<file path="src/rtl/exc_sequencer.sv">
// Exception/ERET control-flow sequencer and owner of EPC, Status.EXL, Cause and BadVAddr.
// Optional macro EXC_SEQ_DELAY_SLOT_EN enables branch-delay-slot handling (BD and EPC-4).
module exc_sequencer #(
  parameter logic [31:0] EXC_VECTOR = 32'hbfc0_0380
) (
  input  logic        clk,
  input  logic        resetn,
  input  logic        req_valid,
  output logic        req_ready,
  input  logic        req_eret,
  input  logic [4:0]  req_exccode,
  input  logic [31:0] req_pc,
  input  logic [31:0] req_badvaddr,
  input  logic        req_delayed,
  input  logic [5:0]  int_i,
  input  logic [5:0]  int_mask_i,
  input  logic        int_ie_i,
  output logic        int_pending_o,
  output logic        flush_o,
  input  logic        flush_ack,
  output logic        redir_valid,
  input  logic        redir_ready,
  output logic [31:0] redir_pc,
  output logic [31:0] epc_o,
  output logic [31:0] badvaddr_o,
  output logic        status_exl_o,
  output logic [4:0]  cause_exccode_o,
  output logic        cause_bd_o,
  output logic [5:0]  cause_ip_o,
  output logic        fatal_o
);

  typedef enum logic [1:0] {
    IDLE     = 2'd0,
    FLUSH    = 2'd1,
    REDIRECT = 2'd2
  } state_t;

  state_t      state;
  state_t      state_next;
  logic        accept;

  logic [31:0] epc;
  logic [31:0] badvaddr;
  logic        exl;
  logic [4:0]  exccode;
  logic        bd;
  logic [31:0] target;
  logic        fatal;
  logic [5:0]  int_meta;
  logic [5:0]  cause_ip;

  logic [31:0] epc_new;
  logic        bd_new;
  logic        fatal_set;

  function automatic logic addr_exc(input logic [4:0] code);
    return (code == 5'd4) || (code == 5'd5);
  endfunction

  always_ff @(posedge clk or negedge resetn) begin
    if (!resetn) state <= IDLE;
    else         state <= state_next;
  end

  always_comb begin
    state_next  = state;
    req_ready   = 1'b0;
    flush_o     = 1'b0;
    redir_valid = 1'b0;
    accept      = 1'b0;
    case (state)
      IDLE: begin
        req_ready = 1'b1;
        if (req_valid) begin
          accept     = 1'b1;
          state_next = FLUSH;
        end
      end
      FLUSH: begin
        flush_o = 1'b1;
        if (flush_ack) state_next = REDIRECT;
      end
      REDIRECT: begin
        redir_valid = 1'b1;
        if (redir_ready) state_next = IDLE;
      end
      default: state_next = IDLE;
    endcase
  end

  // Without delay-slot support a delayed request is still processed, but flagged.
  always_comb begin
    epc_new   = req_pc;
    bd_new    = 1'b0;
    fatal_set = 1'b0;
`ifdef EXC_SEQ_DELAY_SLOT_EN
    if (req_delayed) begin
      epc_new = req_pc - 32'd4;
      bd_new  = 1'b1;
    end
`else
    fatal_set = req_delayed;
`endif
  end

  always_ff @(posedge clk or negedge resetn) begin
    if (!resetn) begin
      epc      <= '0;
      badvaddr <= '0;
      exl      <= 1'b0;
      exccode  <= '0;
      bd       <= 1'b0;
      target   <= '0;
      fatal    <= 1'b0;
    end else if (accept) begin
      if (fatal_set) fatal <= 1'b1;
      if (req_eret) begin
        target <= epc;
        exl    <= 1'b0;
      end else begin
        // A nested exception keeps the original return context.
        if (!exl) begin
          epc <= epc_new;
          bd  <= bd_new;
          exl <= 1'b1;
        end
        exccode <= req_exccode;
        if (addr_exc(req_exccode)) badvaddr <= req_badvaddr;
        target <= EXC_VECTOR;
      end
    end
  end

  always_ff @(posedge clk or negedge resetn) begin
    if (!resetn) begin
      int_meta <= '0;
      cause_ip <= '0;
    end else begin
      int_meta <= int_i;
      cause_ip <= int_meta;
    end
  end

  assign int_pending_o   = (|(cause_ip & int_mask_i)) & int_ie_i & ~exl;
  assign redir_pc        = target;
  assign epc_o           = epc;
  assign badvaddr_o      = badvaddr;
  assign status_exl_o    = exl;
  assign cause_exccode_o = exccode;
  assign cause_bd_o      = bd;
  assign cause_ip_o      = cause_ip;
  assign fatal_o         = fatal;

endmodule

</file>
<file path="config.mk">
export PLATFORM = sky130hd
export DESIGN_NAME = exc_sequencer
export DESIGN_NICKNAME = d
export VERILOG_FILES = /design/src/rtl/exc_sequencer.sv
export SDC_FILE = /design/constraint.sdc
export NUM_CORES = 1
export LEC_CHECK = 0
export BUFFER_PORTS_ARGS = -buffer_cell sky130_fd_sc_hd__buf_2
export CELL_PAD_IN_SITES_DETAIL_PLACEMENT = 1
export CELL_PAD_IN_SITES_GLOBAL_PLACEMENT = 2
export CORE_ASPECT_RATIO = 1.1
export CORE_MARGIN = 2
export CORE_UTILIZATION = 32
export CTS_CLUSTER_DIAMETER = 120
export DETAILED_ROUTE_END_ITERATION = 8
export PLACE_DENSITY_LB_ADDON = 0.1
export SETUP_SLACK_MARGIN = 0.5
export SLEW_MARGIN = 20
export SYNTH_ARGS = -nofsm -noshare
export SYNTH_HDL_FRONTEND = slang
export SYNTH_SLANG_ARGS = --single-unit
export TNS_END_PERCENT = 10
</file>
<file path="constraint.sdc">
create_clock -name clk -period 3.95 [get_ports clk]
set_input_delay 0.5925 -clock clk [delete_from_list [all_inputs] [get_ports clk]]
set_output_delay 0.5925 -clock clk [all_outputs]
set_load 0.02 [all_outputs]
</file>
=== After elaboration in Yosys (flattened, before gate mapping) ===
Cells that the tools add are included.

* Register bits after elaboration: 117
* Bits in latches: 0
* Bits in writable memories: 0
* Memory bits (read-only): 0
* Bits of input ports: 89
* Output and inout bits: 114
* Logic and storage cells: 40
* Memories: 0

* Add/subtract/negate cells: 0
* $mul: 0
* Divide/modulo/power cells: 0
* Order comparisons: 0
* Equal/unequal tests: 7
* Shifts and indexed selects: 0
* Muxes and demuxes: 11
* Bitwise logic cells: 5
* Reduce and logical (&&, ||, !) cells: 8

{| class="wikitable"
|+ Operators with widths
! operator !! count
|-
| 2-to-1 mux 32 bit || 1
|-
| == test 5 x 3 -> 1 bit, second input constant || 2
|-
| AND reduction 3 bit || 3
|-
| AND 6 bit || 1
|-
| 2-to-1 mux 1 bit || 6
|-
| 2-to-1 mux 2 bit || 3
|-
| inequality test 2 bit, second input constant || 3
|-
| case mux 2 bit (3 select lines) || 1
|-
| OR reduction 6 bit || 1
|-
| AND reduction 2 bit || 2
|-
| AND 1 bit || 2
|-
| == test 2 x 1 -> 1 bit, second input constant || 1
|-
| == test 2 bit, second input constant || 1
|-
| logical NOT 2 bit || 1
|-
| inverter 1 bit || 2
|-
| logical OR 1 bit || 1
|}

=== Logic depth before layout (Yosys ltp) ===
* Word-level depth: 4
* Gate-level depth with buffers: 5
* Gate-level depth less buffers: 3

=== Worst setup path after synthesis ===
No wires, ideal clock.

* Kind: input -> register
* From: input port req_eret
* To: register badvaddr[6], in the netlist badvaddr_o[6]
* Library setup time: 128 ps
* Arrival: 1880 ps
* Required time: 3822 ps
* Path slack: 1943 ps
* Cell stages on the path: 5
* Buffers on the path: 2
* Path through: clkbuf_1 > nor4b_4 > nand2_1 > buf_2 > mux2_1

* Cells in the longest elaborated chain, start to end: 2

{| class="wikitable"
|+ RTL lines
! item !! line !! source
|-
| from (decl) || 10 || <nowiki>input logic req_eret,</nowiki>
|-
| inverter 1 bit (no line) || n/a ||
|-
| AND reduction 3 bit (no line) || n/a ||
|-
| to (signal assigned) || 129 || <nowiki>if (addr_exc(req_exccode)) badvaddr <= req_badvaddr;</nowiki>
|-
| to (decl) || 44 || <nowiki>logic [31:0] badvaddr;</nowiki>
|}

No other way between the ends.
A chain may end at the register's enable or synchronous reset.

=== Worst setup path after layout ===
* From: register state[1]
* To: register epc[10], in the netlist epc_o[10]

* Cells in the longest elaborated chain, start to end: 3

{| class="wikitable"
|+ RTL lines
! item !! line !! source
|-
| from (decl) || 39 || <nowiki>state_t state;</nowiki>
|-
| from (signal assigned) || 63 || <nowiki>else state <= state_next;</nowiki>
|-
| logical NOT 2 bit || 72 || <nowiki>case (state)</nowiki>
|-
| 2-to-1 mux 1 bit || 72 ||
|-
| AND reduction 3 bit (no line) || n/a ||
|-
| to (signal assigned) || 124 || <nowiki>epc <= epc_new;</nowiki>
|-
| to (decl) || 43 || <nowiki>logic [31:0] epc;</nowiki>
|}

No other way between the ends.

==> impl_summary.log <==
[metrics] ratio of total power to cell area: 877 nW/um2
[metrics] number of diodes added for antenna fixing: 0
[metrics] Max Cap Viol: 0
[metrics] setup TNS: 0 ns
[metrics] data arrival time of the critical path: 2.68 ns
[metrics] Area contributors post-synth: sky130_fd_sc_hd__dfrtp_1 (65%), sky130_fd_sc_hd__mux2_4 (10%), sky130_fd_sc_hd__mux2_2 (9.5%), sky130_fd_sc_hd__nand2_1 (4.4%), sky130_fd_sc_hd__o21ai_0 (3.7%)
[metrics] area inside the core boundary: 13800 um2
[metrics] signed area change from the synthesized netlist to the final layout: 39.8%
[metrics] global-route total usage across every layer: 0.163
[metrics] post-route clock period utilization: 0.605
[metrics] Post-Synthesis Mean Instance Area: 14.0 um2
[metrics] clock-pin slew of the registers on the worst-case setup and hold paths: 0.05 ns
[metrics] clock period minus final worst setup slack: 2.39 ns
[metrics] routed length per instance: 15.8 um
[metrics] Slew Viols, Final: 0
[metrics] Post-CTS Setup Bufs: 0
[metrics] warnings from Yosys: 0
[metrics] maximum operating frequency: 418 MHz
[metrics] clock tree from TritonCTS: done
[metrics] clk sinks: 117
[metrics] overall power of the completed layout: 5.51 mW
[metrics] leading area contributor after synthesis: sky130_fd_sc_hd__dfrtp_1
[metrics] final HPWL from detailed placement: 8400 um
[metrics] Static Leakage: 3.37 nW
[metrics] worst setup slack for register-to-register paths: 1.56 ns
[metrics] worst rel slew slack: 0.492
[metrics] startpoint-to-endpoint class of the critical path: reg2reg
[metrics] Final setup viols: 0
[metrics] largest fanout of any net on the critical path: 20
[metrics] RSZ-0062 raised after global routing: false
[metrics] number of H-tree levels: 4
[metrics] commonest non-fill, non-tap cells in the layout: sky130_fd_sc_hd__buf_2 (200), sky130_fd_sc_hd__dfrtp_1 (117), sky130_fd_sc_hd__nand2_1 (53), sky130_fd_sc_hd__mux2_2 (38), sky130_fd_sc_hd__o21ai_0 (33)
[metrics] Routability Congestion: 0.704
[metrics] number of DRC markers in iteration 0: 90
[metrics] largest net degree at the start of global routing: 67
[metrics] vias in the first global route: 3528
[metrics] Num CTS Buffers: 17
[metrics] vias per std cell: 4.42
[metrics] area fraction of the dominant cell type after synthesis: 0.651
[metrics] worst vdd ir: 338 uV
[metrics] share of the yosys chip area belonging to registers: 0.651
[metrics] CTS root buffer: sky130_fd_sc_hd__clkbuf_16
[metrics] clock latency at the later pin of the worst-skew pair: 0.41 ns
[metrics] die boundary height: 128 um
[metrics] initial antenna violation count: 0
[metrics] critical path required time: 4.24 ns
[metrics] most frequent standard cell in the layout excluding fill and tap cells: sky130_fd_sc_hd__buf_2
[metrics] total global routing overflow: 0
[metrics] post-cts gate resize count: 0
[metrics] number of placement rows: 45
[metrics] maximum clock path buffer count: 2
[metrics] run status: finished clean
[metrics] post-synthesis instance total: 321
[metrics] hold crit path type: in2async
[metrics] library cells used by synthesis: 24
[metrics] routed vias: 3223
[metrics] I/O pin total: 203
[metrics] post-detailed-route DRC marker count: 0
[metrics] hold slack: 0.236 ns
[metrics] share of layout cells above drive strength 1: 0.571
[metrics] transition time at the pin with the least slew margin: 0.763 ns
[metrics] final-stage net count: 617
[metrics] residual antenna-violating net count after detailed routing: 0
[metrics] detailed-route wire length: 11500 um
[metrics] PortBufs: 201
[metrics] post-synth design cell area: 4500 um2
[metrics] crit end category: register
[metrics] count of hold-fix buffers inserted at cts: 0
[metrics] chip width: 117 um
[metrics] die footprint: 15000 um2
[metrics] initial cell density of the core: 0.326
[metrics] final setup skew: 0.00381 ns
[metrics] final hold vios: 0
[metrics] Mapped Nets: 410
[metrics] first-pass GRT wire length: 18200 um
[metrics] number of register bits inferred by synthesis: 117
[metrics] startpoint class of the critical path: register
[metrics] Pre-Repair DR Iteration Count: 4
[cells in the mapped netlist]
cell type                  count
sky130_fd_sc_hd__mux2_1        1
sky130_fd_sc_hd__clkbuf_1     11
sky130_fd_sc_hd__nor4b_1       1
sky130_fd_sc_hd__a22o_1        1
sky130_fd_sc_hd__inv_1         3
sky130_fd_sc_hd__nor2_1        1
sky130_fd_sc_hd__buf_2         4
sky130_fd_sc_hd__mux2_4       30
sky130_fd_sc_hd__nor2b_1      13
sky130_fd_sc_hd__nor4b_4       1
sky130_fd_sc_hd__buf_4         1
sky130_fd_sc_hd__o21ai_0      33
sky130_fd_sc_hd__a311oi_1      1
sky130_fd_sc_hd__nand2b_1      1
sky130_fd_sc_hd__buf_6         3
sky130_fd_sc_hd__mux2_2       38
sky130_fd_sc_hd__a31o_2        1
sky130_fd_sc_hd__conb_1        1
sky130_fd_sc_hd__nand2_1      53
sky130_fd_sc_hd__a22oi_1       3
sky130_fd_sc_hd__or3b_4        1
sky130_fd_sc_hd__a21o_1        1
sky130_fd_sc_hd__or3_1         1
sky130_fd_sc_hd__dfrtp_1     117
[layer usage]
metal	global-route usage	up-vias	share of wire
met2	0.261	127	0.49
met3	0.0716	20	0.089
met4	0.0789	0	0.023
li1	-	1498	-
met5	0	-	0
met1	0.187	1578	0.40
[final timing paths]
check / from / to / cells after the start
min reg2reg: int_meta[2] / cause_ip_o[2] / 0
min: resetn / redir_pc[16] / 1
max reg2reg: state[1] / epc_o[10] / 4
min in group clk: int_i[1] / int_meta[1] / 1
max: state[1] / epc_o[10] / 4
max in group asynchronous: resetn / badvaddr_o[0] / 2
[stage by stage]
step / worst slack (ns) / util / cell area [um2] / cells
floorplan: 1.94 / - / 4500 / 321
global placement: 1.33 / 0.412 / 5680 / 697
detailed placement: 1.30 / 0.412 / 5680 / 697
CTS: 1.52 / 0.456 / 6290 / 729
global route: 1.51 / 0.456 / 6290 / 729
finish: 1.56 / 0.456 / 6290 / 729
[critical path, cell delays in order, from the launching register on]
cell and delay (ns):
sky130_fd_sc_hd__dfrtp_1 0.44, sky130_fd_sc_hd__or3b_4 0.42, sky130_fd_sc_hd__or3_2 0.74, sky130_fd_sc_hd__buf_4 0.34
sky130_fd_sc_hd__mux2_4 0.32
[power by group]
part           total, mW  internal [mW]  switching, mW
Sequential          1.99           1.68          0.309
Combinational       1.97          0.806           1.17
Clock               1.55           1.03          0.514
[cell type report]
| cell class | count | area (um2) |
|---|---|---|
| inverter | 3 | 11.3 |
| timing repair buffer | 207 | 1050 |
| clock buffer | 22 | 474 |
| sequential | 117 | 2930 |
| multi-input combinational | 182 | 1460 |
| fill | 1523 | 7510 |
| clock inverter | 10 | 128 |
| tap | 188 | 235 |
[kinds of logic (layout without fill, tap and decap cells)]
| family | after synthesis | in the layout | share of synthesized area |
|---|---|---|---|
| multiplexers | 69 | 69 | 0.198 |
| AND/OR/NAND/NOR | 72 | 72 | 0.0757 |
| buffers and inverters | 22 | 242 | 0.0253 |
| other | 1 | 1 | 0.000834 |
| flip-flops | 117 | 117 | 0.651 |
| AO/OA/AOI/OAI | 40 | 40 | 0.0493 |
[sequential cells by signal (all words and copies together), names as in the netlist]
name	flops
cause_ip_o	6
epc_o	32
badvaddr_o	32
cause_exccode_o	5
fatal_o	1
status_exl_o	1
state	2
int_meta	6
redir_pc	32
No activity file was read; power rests on OpenSTA's default activity.
